$ cat src/rtl/mem_arb_pkg.sv
// Shared definitions for the two-port memory arbiter: FSM encoding, default widths, requester indices.
// Build option: MEM_ARB_ROUND_ROBIN_EN (see mem_arbiter.sv).
package mem_arb_pkg;

    typedef enum logic [1:0] {
        IDLE  = 2'd0,
        ISSUE = 2'd1,
        RESP  = 2'd2
    } state_t;

    localparam int DEF_ADDR_W = 2;
    localparam int DEF_DATA_W = 8;

    localparam logic REQ0 = 1'b0;
    localparam logic REQ1 = 1'b1;

endpackage

$ cat src/rtl/mem_arb_pick.sv
// Combinational grant selector for the two requesters.
// MEM_ARB_ROUND_ROBIN_EN defined: contention goes to the loser of the last grant; otherwise requester 0 wins.
module mem_arb_pick
    import mem_arb_pkg::*;
(
    input  logic valid0,
    input  logic valid1,
`ifdef MEM_ARB_ROUND_ROBIN_EN
    input  logic last_grant,
`endif
    output logic grant,
    output logic any_valid
);

    // NOTE: every combinational output gets a default before any branch so no latch is inferred.
    always_comb begin
        grant     = REQ0;
        any_valid = valid0 | valid1;
`ifdef MEM_ARB_ROUND_ROBIN_EN
        if (valid0 && valid1) begin
            grant = ~last_grant;
        end else if (valid1) begin
            grant = REQ1;
        end
`else
        if (!valid0 && valid1) begin
            grant = REQ1;
        end
`endif
    end

endmodule

$ cat src/rtl/mem_arbiter.sv
// Two-port arbiter/sequencer in front of the 4x8 register memory; each transaction runs IDLE -> ISSUE -> RESP.
// Build option: MEM_ARB_ROUND_ROBIN_EN selects round-robin contention; undefined gives requester 0 fixed priority.
module mem_arbiter
    import mem_arb_pkg::*;
#(
    parameter int ADDR_W = DEF_ADDR_W,
    parameter int DATA_W = DEF_DATA_W
) (
    input  logic              clock,
    input  logic              reset,

    input  logic              req0_valid,
    output logic              req0_ready,
    input  logic              req0_wr,
    input  logic [ADDR_W-1:0] req0_addr,
    input  logic [DATA_W-1:0] req0_wdata,

    input  logic              req1_valid,
    output logic              req1_ready,
    input  logic              req1_wr,
    input  logic [ADDR_W-1:0] req1_addr,
    input  logic [DATA_W-1:0] req1_wdata,

    output logic              rsp0_valid,
    output logic [DATA_W-1:0] rsp0_rdata,
    output logic              rsp1_valid,
    output logic [DATA_W-1:0] rsp1_rdata,

    output logic              mem_wr,
    output logic [ADDR_W-1:0] mem_addr,
    output logic [DATA_W-1:0] mem_din,
    input  logic [DATA_W-1:0] mem_dout,

    output logic              busy
);

    state_t state, state_next;

    logic              cmd_wr;
    logic [ADDR_W-1:0] cmd_addr;
    logic [DATA_W-1:0] cmd_wdata;
    logic              cmd_grant;

    logic grant;
    logic any_valid;
    logic accept;

`ifdef MEM_ARB_ROUND_ROBIN_EN
    logic last_grant;

    mem_arb_pick u_pick (
        .valid0     (req0_valid),
        .valid1     (req1_valid),
        .last_grant (last_grant),
        .grant      (grant),
        .any_valid  (any_valid)
    );

    // Starts at requester 1 so requester 0 wins the first contest.
    always_ff @(posedge clock) begin
        if (!reset) begin
            last_grant <= REQ1;
        end else if (accept) begin
            last_grant <= grant;
        end
    end
`else
    mem_arb_pick u_pick (
        .valid0    (req0_valid),
        .valid1    (req1_valid),
        .grant     (grant),
        .any_valid (any_valid)
    );
`endif

    // Ready is only ever raised for a requester whose valid is high, so either ready means a handshake.
    assign accept = req0_ready | req1_ready;
    assign busy   = (state != IDLE);

    // NOTE: sequential state uses non-blocking assignments so all registers update together at the edge.
    always_ff @(posedge clock) begin
        if (!reset) begin
            state <= IDLE;
        end else begin
            state <= state_next;
        end
    end

    // NOTE: the command latch is reset too, so mem_addr stays clean if reset lands mid-transaction.
    always_ff @(posedge clock) begin
        if (!reset) begin
            cmd_wr    <= 1'b0;
            cmd_addr  <= '0;
            cmd_wdata <= '0;
            cmd_grant <= REQ0;
        end else if (accept) begin
            cmd_grant <= grant;
            if (grant == REQ1) begin
                cmd_wr    <= req1_wr;
                cmd_addr  <= req1_addr;
                cmd_wdata <= req1_wdata;
            end else begin
                cmd_wr    <= req0_wr;
                cmd_addr  <= req0_addr;
                cmd_wdata <= req0_wdata;
            end
        end
    end

    always_comb begin
        state_next = state;
        req0_ready = 1'b0;
        req1_ready = 1'b0;
        rsp0_valid = 1'b0;
        rsp1_valid = 1'b0;
        rsp0_rdata = '0;
        rsp1_rdata = '0;
        mem_wr     = 1'b0;
        mem_addr   = '0;
        mem_din    = '0;

        case (state)
            IDLE: begin
                // Gating on reset keeps a valid asserted during reset from being accepted.
                if (reset && any_valid) begin
                    req0_ready = (grant == REQ0);
                    req1_ready = (grant == REQ1);
                    state_next = ISSUE;
                end
            end
            ISSUE: begin
                mem_wr     = cmd_wr;
                mem_addr   = cmd_addr;
                mem_din    = cmd_wdata;
                state_next = RESP;
            end
            RESP: begin
                mem_addr   = cmd_addr;
                state_next = IDLE;
                // A reset arriving in this cycle drops the response entirely.
                if (reset) begin
                    if (cmd_grant == REQ1) begin
                        rsp1_valid = 1'b1;
                        rsp1_rdata = cmd_wr ? '0 : mem_dout;
                    end else begin
                        rsp0_valid = 1'b1;
                        rsp0_rdata = cmd_wr ? '0 : mem_dout;
                    end
                end
            end
            default: begin
                state_next = IDLE;
            end
        endcase
    end

endmodule

$ cat config.mk
export PLATFORM = sky130hd
export DESIGN_NAME = mem_arbiter
export DESIGN_NICKNAME = d
export VERILOG_FILES = /design/src/rtl/mem_arb_pkg.sv /design/src/rtl/mem_arb_pick.sv /design/src/rtl/mem_arbiter.sv
export SDC_FILE = /design/constraint.sdc
export NUM_CORES = 1
export LEC_CHECK = 0
export BUFFER_PORTS_ARGS = -buffer_cell sky130_fd_sc_hd__buf_2
export CAP_MARGIN = 20
export CORE_UTILIZATION = 40
export CTS_CLUSTER_SIZE = 10
export DETAILED_ROUTE_END_ITERATION = 12
export PLACE_DENSITY = 0.8
export SYNTH_ARGS = -nofsm -noshare
export SYNTH_HDL_FRONTEND = slang
export SYNTH_SLANG_ARGS = --single-unit
export TNS_END_PERCENT = 20
$ cat constraint.sdc
create_clock -name clock -period 2.7 [get_ports clock]
set_clock_uncertainty 0.1 [all_clocks]
set_input_delay 0.27 -clock clock [delete_from_list [all_inputs] [get_ports clock]]
set_output_delay 0.27 -clock clock [all_outputs]
set_load 0.005 [all_outputs]
==> flow_metrics.py, run 1 <==
metrics = {
    "synthesis": {
        "synth-adder-area-share": 0.05772,
        "synth_top_family_by_area": "simple AND/OR/NAND/NOR gates",
        "synth_nets": 150,
        "yosysMostFrequentCell": "nor2_1",
        "synth_top_area_frac": 0.3232,
        "synth-edff-count": 0,
        "ys_seq_elements": 14,
        "synthSimpleGateAreaFrac": 0.3276,
        "synth.avg_cell_area_um2": 7.742,
        "ys.flop_type": "dfxtp_1",
        "synth_area_leader_cell": "dfxtp_1",
        "ys_top_cells_by_count": "nor2_1 (18), dfxtp_1 (14), nand3_1 (12)",
        "async_flop_share": 0,
        "yosysSeqAreaShare": 0.3232,
        "yosysUniqueCellTypes": 22,
        "synthMuxAreaShare": 0.1270,
        "synth-xor-area-share": 0,
        "netlist_area_um2": 867.1,
        "syn_inst": 112,
        "synth_compound_area_frac": 0.1010,
        "netlist_top_cells_area": "dfxtp_1 (32%), mux2i_1 (13%), and2_1 (7.9%)",
        "ys_warn_count": 0,
    },
    "global_route": {
        "grt_max_degree": 23,
        "track_usage": 0.1910,
        "grt.overflow.total": 0,
        "grt_first_pass_wirelength_um": 3567,
        "grt_pass1_vias": 863,
        "antenna_found_initial": 0,
    },
    "place": {
        "dp_hpwl_um": 1690,
        "dp.cells": 199,
        "port_buffers": 65,
        "placed_cell_area_um2": 1201,
        "place.gp.congestion": 0.6766,
    },
    "critical_path": {
        "worst-path-buf-inv": 2,
        "worstPathMaxFanout": 9,
        "required_ps": 2330,
        "worst_setup_path_end_kind": "output port",
        "critPathArrivalTime_ps": 1430,
        "crit_path_start": "state[0]",
        "r2r_start": "state[1]",
        "path_cells": "inv_1, ha_1, nand3_1, nor2_1, buf_2",
        "crit_type": "reg -> out",
        "slowest_stage": "dfxtp_1",
        "slowest_delay_ps": 340,
        "start_kind": "register",
        "crit_family": "simple AND/OR/NAND/NOR gates",
    },
    "clocking": {
        "cts-hold-fix-buffers": 0,
        "post_cts_buffers": 0,
        "tritoncts": "built",
        "cts_root_buf": "clkbuf_4",
        "cts_resized": 0,
        "cts_sinks": 14,
        "ctsHtreeMaxLevel": 1,
        "cts.path.max_buffers": 2,
        "worstSkewPairLatency_ps": 270,
        "clkTransAtPathRegs_ps": 80,
        "cts_buffers": 3,
    },
    "power_and_ir_drop": {
        "p_int_mw": 0.3489,
        "peakVddDrop_v": 0.0003160,
        "swShare": 0.2911,
        "p_per_area_nw_per_um2": 402.2,
        "combPwrFrac": 0.273,
        "power.leakage_nw": 0.7223,
        "power_frac_clock": 0.229,
        "seq_power_share": 0.497,
        "power.switching_mw": 0.1433,
    },
    "timing": {
        "fmax_mhz": 556.4,
        "slew_headroom": 0.5346,
        "worst_pin_slew_ps": 698.2,
        "min_period_ps": 1797,
        "rsz0062_at_grt": "no",
        "tns_ps": 0,
        "setup_viol": 0,
        "final_hold_viol_count": 0,
        "fin_crit_sh": 0.6656,
        "whs_ps": 168.7,
        "slew_violations": 0,
    },
    "die": {
        "initial_core_util": 0.4331,
        "die_w_um": 48.56,
        "die_area_um2": 2358,
        "core_area_um2": 2002,
        "rows": 16,
        "chipHeight_um": 48.56,
        "ioPinCount": 66,
    },
    "final_layout": {
        "n_antenna_cell": 0,
        "area_growth_pct": 41.13,
        "final_util": 0.6113,
        "multi_input_area_um2": 531.8,
        "drive_above_1_share": 0.4057,
        "nFillCells": 204,
        "ff_latch_area_um2": 280.3,
        "fin_area_um2": 1224,
        "finalNonFillerCells": 202,
        "fin_nets": 215,
    },
    "detailed_routing": {
        "wl_um": 2140,
        "routedWlPerCell_um": 10.59,
        "drc": 0,
        "via_count": 968,
        "firstDrtPassIters": 4,
        "via_per_inst": 4.792,
        "dr.first_iter.drc_count": 10,
        "ant_nets": 0,
    },
    "min_path": {
        "hold_path_class": "in -> reg",
        "hp-start": "req0_valid",
    },
    "status": {
        "status": "completed",
    },
    "job": {
        "cap_violations": 0,
    },
}
## final cells by class
class / count / share of cell area
Tap cell: 27 / 0.02761
Timing Repair Buffer: 66 / 0.2720
Inverter: 6 / 0.01840
Multi-Input combinational cell: 86 / 0.4346
Clock buffer: 3 / 0.01840
Sequential cell: 14 / 0.2290
## registers in the layout, summed over array words and instances, names as in the netlist
name,count
cmd_wdata,8
cmd_grant,1
cmd_addr,2
state,2
cmd_wr,1
## placed cells by master (no fill, tap or decap), drive strengths merged
cell type  instances
a211oi             1
a21oi              2
and2              11
and3               1
buf               66
clkbuf             3
dfxtp             14
ha                 4
inv                6
mux2i             11
nand2              1
nand2b             9
nand3             12
nand3b             1
nor2              18
nor3               1
o211ai             1
o21ai             11
o31ai              1
or4                1
## per-layer routing
layer,track usage,wire length [um],vias to the layer above
met2,0.3521,1000,53
met5,0,0,-
met1,0.2066,946,411
met3,0.04088,173,2
li1,-,-,502
met4,0.08824,19,0
## through the flow
stage                     setup slack, ps  power, mW
final                               902.8     0.4921
after global routing                726.5     0.5278
after CTS                           884.7     0.4966
after detailed placement             1042     0.3850
after global placement               1148     0.3781
after floorplan                      1255     0.3282
## path summary, 6_finish.rpt
| path | cells past startpoint | to | slack (ps) |
|---|---|---|---|
| worst max register to register | 5 | state[1] | 1050 |
| worst min register to register | 2 | cmd_wdata[1] | 370 |
| worst min-delay path | 2 | cmd_grant | 170 |
| worst max-delay path | 5 | rsp1_rdata[2] | 900 |
## logic make-up (layout without fill, tap and decap cells)
| family | count (synthesis) | count (layout) |
|---|---|---|
| muxes | 11 | 11 |
| DFF | 14 | 14 |
| buffers and inverters | 12 | 75 |
| and+or+nand+nor | 55 | 55 |
| AOI/OAI and AO/OA | 16 | 16 |
| adders and majority gates | 4 | 4 |
## power by group through the flow
| stage | Combinational [mW] | Sequential [mW] | Clock, mW |
|---|---|---|---|
| final | 0.135 | 0.245 | 0.113 |
| after global routing | 0.151 | 0.249 | 0.128 |
| after CTS | 0.136 | 0.245 | 0.116 |
| after detailed placement | 0.135 | 0.250 | 0 |
| after global placement | 0.130 | 0.248 | 0 |
| after floorplan | 0.0848 | 0.243 | 0 |
No activity file was read; power rests on OpenSTA's default activity.
==> run 2, diff against run 1 <==
--- a/config.mk
+++ b/config.mk
@@ -7,10 +7,10 @@
 export LEC_CHECK = 0
 export BUFFER_PORTS_ARGS = -buffer_cell sky130_fd_sc_hd__buf_2
 export CAP_MARGIN = 20
-export CORE_UTILIZATION = 40
+export CORE_UTILIZATION = 39
 export CTS_CLUSTER_SIZE = 10
 export DETAILED_ROUTE_END_ITERATION = 12
-export PLACE_DENSITY = 0.8
+export PLACE_DENSITY = 0.79
 export SYNTH_ARGS = -nofsm -noshare
 export SYNTH_HDL_FRONTEND = slang
 export SYNTH_SLANG_ARGS = --single-unit
==> constraint.sdc (replaced) <==
create_clock -name clock -period 1.7 [get_ports clock]
set_clock_uncertainty 0.1 [all_clocks]
set_input_delay 0.17 -clock clock [delete_from_list [all_inputs] [get_ports clock]]
set_output_delay 0.17 -clock clock [all_outputs]
set_load 0.005 [all_outputs]
==> run 2 against run 1 <==
  * Sequential power up 60%
  * Register-to-register slack worse by 950 ps
  * Critical path depth down 1
  * Final cell count up 0.99%
  * Sequential share of layout area down 0.47 points
  * Flip-flop and latch count unchanged
  * Cell area up 2.6%
  * Die area up 2.4%
  * Clock-buffer cell count unchanged
  * Worst setup slack worse by 840 ps
  * Largest cell class unchanged
  * Largest power group unchanged
==> flow_metrics.py, run 2 (synthesized netlist as in run 1, its figures left out) <==
metrics = {
    "critical_path": {
        "r2r_cells": 5,
        "required_ps": 1430,
        "crit_family": "adder cells",
        "r2r_start": "state[1]",
        "worst-path-buf-inv": 2,
        "path_cells": "inv_1, ha_1, and2_1, buf_2",
        "critPathArrivalTime_ps": 1370,
        "r2r_slack_ps": 100,
        "worst_setup_path_end_kind": "output port",
        "start_kind": "register",
        "worstPathMaxFanout": 9,
        "crit_type": "reg -> out",
        "slowest_stage": "ha_1",
        "rr_endpoint": "state[1]",
        "slowest_delay_ps": 350,
    },
    "die": {
        "die_area_um2": 2416,
        "ioPinCount": 66,
        "die_w_um": 49.15,
        "core_area_um2": 2022,
        "initial_core_util": 0.4288,
        "chipHeight_um": 49.15,
        "rows": 16,
    },
    "timing": {
        "fmax_mhz": 611.3,
        "final_hold_viol_count": 0,
        "whs_ps": 71.00,
        "worst_pin_slew_ps": 338.8,
        "tns_ps": 0,
        "slew_violations": 0,
        "rsz0062_at_grt": "yes",
        "min_period_ps": 1636,
        "fin_crit_sh": 0.9623,
        "slew_headroom": 0.7742,
        "setup_viol": 0,
    },
    "detailed_routing": {
        "ant_nets": 0,
        "firstDrtPassIters": 4,
        "wl_um": 2225,
        "routedWlPerCell_um": 10.91,
        "dr.first_iter.drc_count": 8,
        "via_per_inst": 4.804,
        "drc": 0,
        "via_count": 980,
    },
    "global_route": {
        "grt_max_degree": 23,
        "antenna_found_initial": 0,
        "grt_pass1_vias": 814,
        "track_usage": 0.1834,
        "grt_first_pass_wirelength_um": 3429,
        "grt.overflow.total": 0,
    },
    "power_and_ir_drop": {
        "power.leakage_nw": 0.7295,
        "peakVddDrop_v": 0.0004561,
        "p_per_area_nw_per_um2": 636.2,
    },
    "min_path": {
        "hold_path_end": "cmd_addr[1]",
        "hold_path_class": "in -> reg",
        "hp-start": "req1_addr[1]",
        "whs_path_depth": 3,
    },
    "job": {
        "cap_violations": 0,
    },
    "final_layout": {
        "drive_above_1_share": 0.4350,
        "final_cell_mix": "buf_2 (65), nor2_1 (18), dfxtp_1 (13)",
        "final_util": 0.6207,
        "regMostFlops": "cmd_wdata",
        "finalNonFillerCells": 204,
        "n_antenna_cell": 0,
        "largest_registers": "cmd_wdata: 8 flops, cmd_addr: 2 flops, state: 2 flops",
        "area_growth_pct": 44.73,
        "largest_reg_flops": 8,
        "final_common_cell": "buf_2",
        "fin_nets": 217,
    },
    "place": {
        "port_buffers": 65,
        "dp_hpwl_um": 1726,
        "dp.cells": 200,
        "place.gp.congestion": 0.7100,
    },
    "clocking": {
        "clkTransAtPathRegs_ps": 80,
        "cts_buffers": 3,
        "cts_root_buf": "clkbuf_4",
        "cts-hold-fix-buffers": 0,
        "cts_sinks": 14,
        "tritoncts": "built",
        "worstSkewPairLatency_ps": 270,
        "ctsHtreeMaxLevel": 1,
        "cts.path.max_buffers": 2,
    },
    "status": {
        "status": "completed",
    },
}
==> run 2: worst max path at each step <==
stage                   from             to  slack (ps)  depth (start not counted)
detailed placement  state[0]       state[1]         130                          5
global route        state[0]  rsp0_rdata[7]         -20                          6
CTS                 state[0]  rsp0_rdata[3]          30                          6
floorplan           state[0]       state[1]         250                          5
global placement    state[0]       state[1]         240                          5
finish              state[1]     mem_din[4]          60                          4
==> run 2: per-stage QoR <==
step / worst slack (ps) / instance area (um^2) / power [mW]
final: 64.11 / 1255 / 0.7984
after global routing: -23.59 / 1255 / 0.8478
after CTS: 25.50 / 1244 / 0.7991
after detailed placement: 134.8 / 1209 / 0.6164
after global placement: 236.0 / 1209 / 0.6023
after floorplan: 254.7 / 867.1 / 0.5213
==> run 2: report_power, final <==
part / switching (mW) / internal (mW) / leakage [nW]
combinational: 0.114 / 0.110 / 0.600
clock: 0.102 / 0.0820 / 0.0138
sequential: 0.0240 / 0.367 / 0.116
total: 0.240 / 0.559 / 0.729
==> run 2: cell type report <==
| type | count | area, um^2 |
|---|---|---|
| Clock buffer | 3 | 22.52 |
| Multi-Input combinational cell | 86 | 546.8 |
| Inverter | 6 | 22.52 |
| Timing Repair Buffer | 68 | 347.8 |
| Fill cell | 181 | 767.0 |
| Sequential cell | 14 | 281.5 |
| Tap cell | 27 | 33.78 |
==> run 2: metal layers <==
| metal | vias to the layer above | wire, um | global-route usage |
|---|---|---|---|
| met5 | - | 0 | 0 |
| met4 | 0 | 11 | 0.07353 |
| met3 | 2 | 180 | 0.04050 |
| met2 | 54 | 1079 | 0.3402 |
| met1 | 418 | 954 | 0.1973 |
| li1 | 506 | - | - |
==> run 2: what timing repair did <==
action | 4_1_cts | 5_1_grt
resized for setup | 1 | 4
setup endpoints to repair | 14 | 18
gates cloned | 0 | 0
setup buffers | 1 | 0
==> run 2: worst reg2reg max path, cell delays in order, from the launching register on <==
cell,delay [ps]
dfxtp_1,330
inv_1,120
ha_1,290
inv_2,70
or4_1,500
a21oi_1,140
==> run 3, diff against run 2 <==
--- a/config.mk
+++ b/config.mk
@@ -6,7 +6,7 @@
 export NUM_CORES = 1
 export LEC_CHECK = 0
 export BUFFER_PORTS_ARGS = -buffer_cell sky130_fd_sc_hd__buf_2
-export CAP_MARGIN = 20
+export CAP_MARGIN = 5
 export CORE_UTILIZATION = 39
 export CTS_CLUSTER_SIZE = 10
 export DETAILED_ROUTE_END_ITERATION = 12
==> constraint.sdc (replaced) <==
create_clock -name clock -period 1.7 [get_ports clock]
set_clock_uncertainty 0.1 [all_clocks]
set_input_delay 0.51 -clock clock [delete_from_list [all_inputs] [get_ports clock]]
set_output_delay 0.51 -clock clock [all_outputs]
set_load 0.005 [all_outputs]
==> run 3 against run 2 <==
  * The flow now finishes with violations (setup timing)
  * Flip-flop and latch count is the same
  * Largest cell class unchanged
  * Die area is the same
  * Sequential power is essentially flat
  * Power grew 3.9%
  * Combinational power grew 13%
  * Via count grew 1.7%
  * Highest routed layer unchanged
  * Cell area grew 7.0%
  * Register-to-register slack gained 140 ps
==> flow_metrics.py, run 3 (synthesized netlist as in run 1, its figures left out) <==
metrics = {
    "status": {
        "status": "finished, violations left",
        "violations": "setup timing",
    },
    "global_route": {
        "track_usage": 0.1942,
        "grt_pass1_vias": 858,
        "grt_first_pass_wirelength_um": 3615,
        "grt_max_degree": 23,
        "grt.overflow.total": 0,
        "antenna_found_initial": 0,
    },
    "timing": {
        "final_hold_viol_count": 0,
        "tns_ps": -5065,
        "fin_ws_ps": -230.1,
        "slew_violations": 0,
        "slew_headroom": 0.8382,
        "whs_ps": 368.6,
        "rsz0062_at_grt": "yes",
        "worst_pin_slew_ps": 242.4,
        "min_period_ps": 1930,
        "setup_viol": 31,
        "fmax_mhz": 518.1,
        "fin_crit_sh": 1.135,
    },
    "job": {
        "cap_violations": 0,
    },
    "critical_path": {
        "r2r_start": "state[1]",
        "cp-endpoint": "rsp0_rdata[1]",
        "worst-path-stages": 6,
        "crit_type": "reg -> out",
        "crit_path_start": "state[0]",
        "rr_endpoint": "state[1]",
        "r2r_slack_ps": 240,
        "worst_setup_path_end_kind": "output port",
        "required_ps": 1090,
        "critPathArrivalTime_ps": 1320,
        "worst-path-buf-inv": 3,
        "slowest_stage": "dfxtp_4",
        "crit_family": "flip-flops",
        "slowest_delay_ps": 360,
        "start_kind": "register",
        "r2r_cells": 5,
        "path_cells": "inv_4, ha_4, nand3b_1, buf_6, nor2_2, buf_2",
        "worstPathMaxFanout": 7,
    },
    "final_layout": {
        "fin_area_um2": 1343,
        "drive_above_1_share": 0.5222,
        "largest_registers": "cmd_wdata: 8 flops, cmd_addr: 2 flops, state: 2 flops",
        "fin_nets": 220,
        "nFillCells": 180,
        "largest_reg_flops": 8,
        "final_cell_mix": "buf_2 (65), dfxtp_1 (12)",
        "ff_latch_area_um2": 285.3,
        "multi_input_area_um2": 601.8,
        "n_antenna_cell": 0,
        "final_common_cell": "buf_2",
        "regMostFlops": "cmd_wdata",
        "area_growth_pct": 54.83,
    },
    "die": {
        "initial_core_util": 0.4288,
        "die_w_um": 49.15,
        "ioPinCount": 66,
        "chipHeight_um": 49.15,
        "rows": 16,
        "core_area_um2": 2022,
        "die_area_um2": 2416,
    },
    "clocking": {
        "cts_sinks": 14,
        "clkTransAtPathRegs_ps": 80,
        "cts_root_buf": "clkbuf_4",
        "tritoncts": "built",
        "ctsHtreeMaxLevel": 1,
        "worstSkewPairLatency_ps": 280,
        "cts-hold-fix-buffers": 0,
        "cts.path.max_buffers": 2,
        "cts_buffers": 3,
    },
    "detailed_routing": {
        "dr.first_iter.drc_count": 6,
        "via_count": 997,
        "routedWlPerCell_um": 10.90,
        "via_per_inst": 4.816,
        "wl_um": 2257,
        "ant_nets": 0,
        "drc": 0,
        "firstDrtPassIters": 4,
    },
    "power_and_ir_drop": {
        "p_per_area_nw_per_um2": 617.6,
        "peakVddDrop_v": 0.0004297,
        "power.leakage_nw": 0.7533,
    },
    "min_path": {
        "hp-start": "cmd_wdata[0]",
        "hold_path_class": "reg -> reg",
    },
    "place": {
        "port_buffers": 65,
        "place.gp.congestion": 0.6736,
        "dp_hpwl_um": 1652,
        "placed_cell_area_um2": 1216,
        "dp_slack_ps": -102.4,
    },
}
## run 3: cell count changes in the layout (fill, tap and decap cells not counted), sizes merged
cell / before / now
buf: 68 / 71
## run 3: worst reg2reg max path, cell delays in order, from the launching register on
cell	delay [ps]
dfxtp_2	340
inv_2	110
ha_4	180
inv_2	40
or4_1	500
a21oi_1	130
## run 3: routing by layer
metal  global-route usage  vias up  routed length [um]
li1                     -      510                   -
met1               0.2061      430                 926
met2               0.3562       55                1115
met3              0.05607        2                 202
met4              0.07353        0                  12
met5                    0        -                   0
## run 3: area by class of cell
type / instances / share of cell area
multi-input cells: 86 / 0.4483
flip-flops and latches: 14 / 0.2125
clock buffers: 3 / 0.01678
repair buffers: 71 / 0.2787
inverters: 6 / 0.01864
well taps: 27 / 0.02516
## run 3: worst min path at each step
| stage | endpoint | slack, ps | cells after the start |
|---|---|---|---|
| 6_report | cmd_wdata[0] | 370 | 2 |
| 5_1_grt | cmd_grant | 390 | 2 |
| 4_1_cts | cmd_wdata[0] | 370 | 2 |
| 3_5_place_dp | cmd_wdata[0] | 350 | 2 |
| 3_3_place_gp | cmd_wdata[2] | 350 | 2 |
| 2_1_floorplan | cmd_addr[0] | 340 | 2 |
## run 3: per-stage QoR
step,total power [mW],utilization,std cells
after floorplan,0.5216,-,112
after global placement,0.6041,0.6015,201
after detailed placement,0.6134,0.6015,201
after CTS,0.8273,0.6516,207
after global routing,0.8853,0.6640,207
final,0.8291,0.6640,207
## run 3: timing repair
item / CTS / global route
cloned: 0 / 0
pin swaps: 9 / 0
setup endpoints to repair: 32 / 32
resized for setup: 15 / 10
endpoints found under the hold margin: 0 / 0
setup buffers: 3 / 0
## run 3: power breakdown
group,internal (mW),switching [mW]
logic,0.128,0.123
clock network,0.0821,0.105
registers,0.367,0.0240
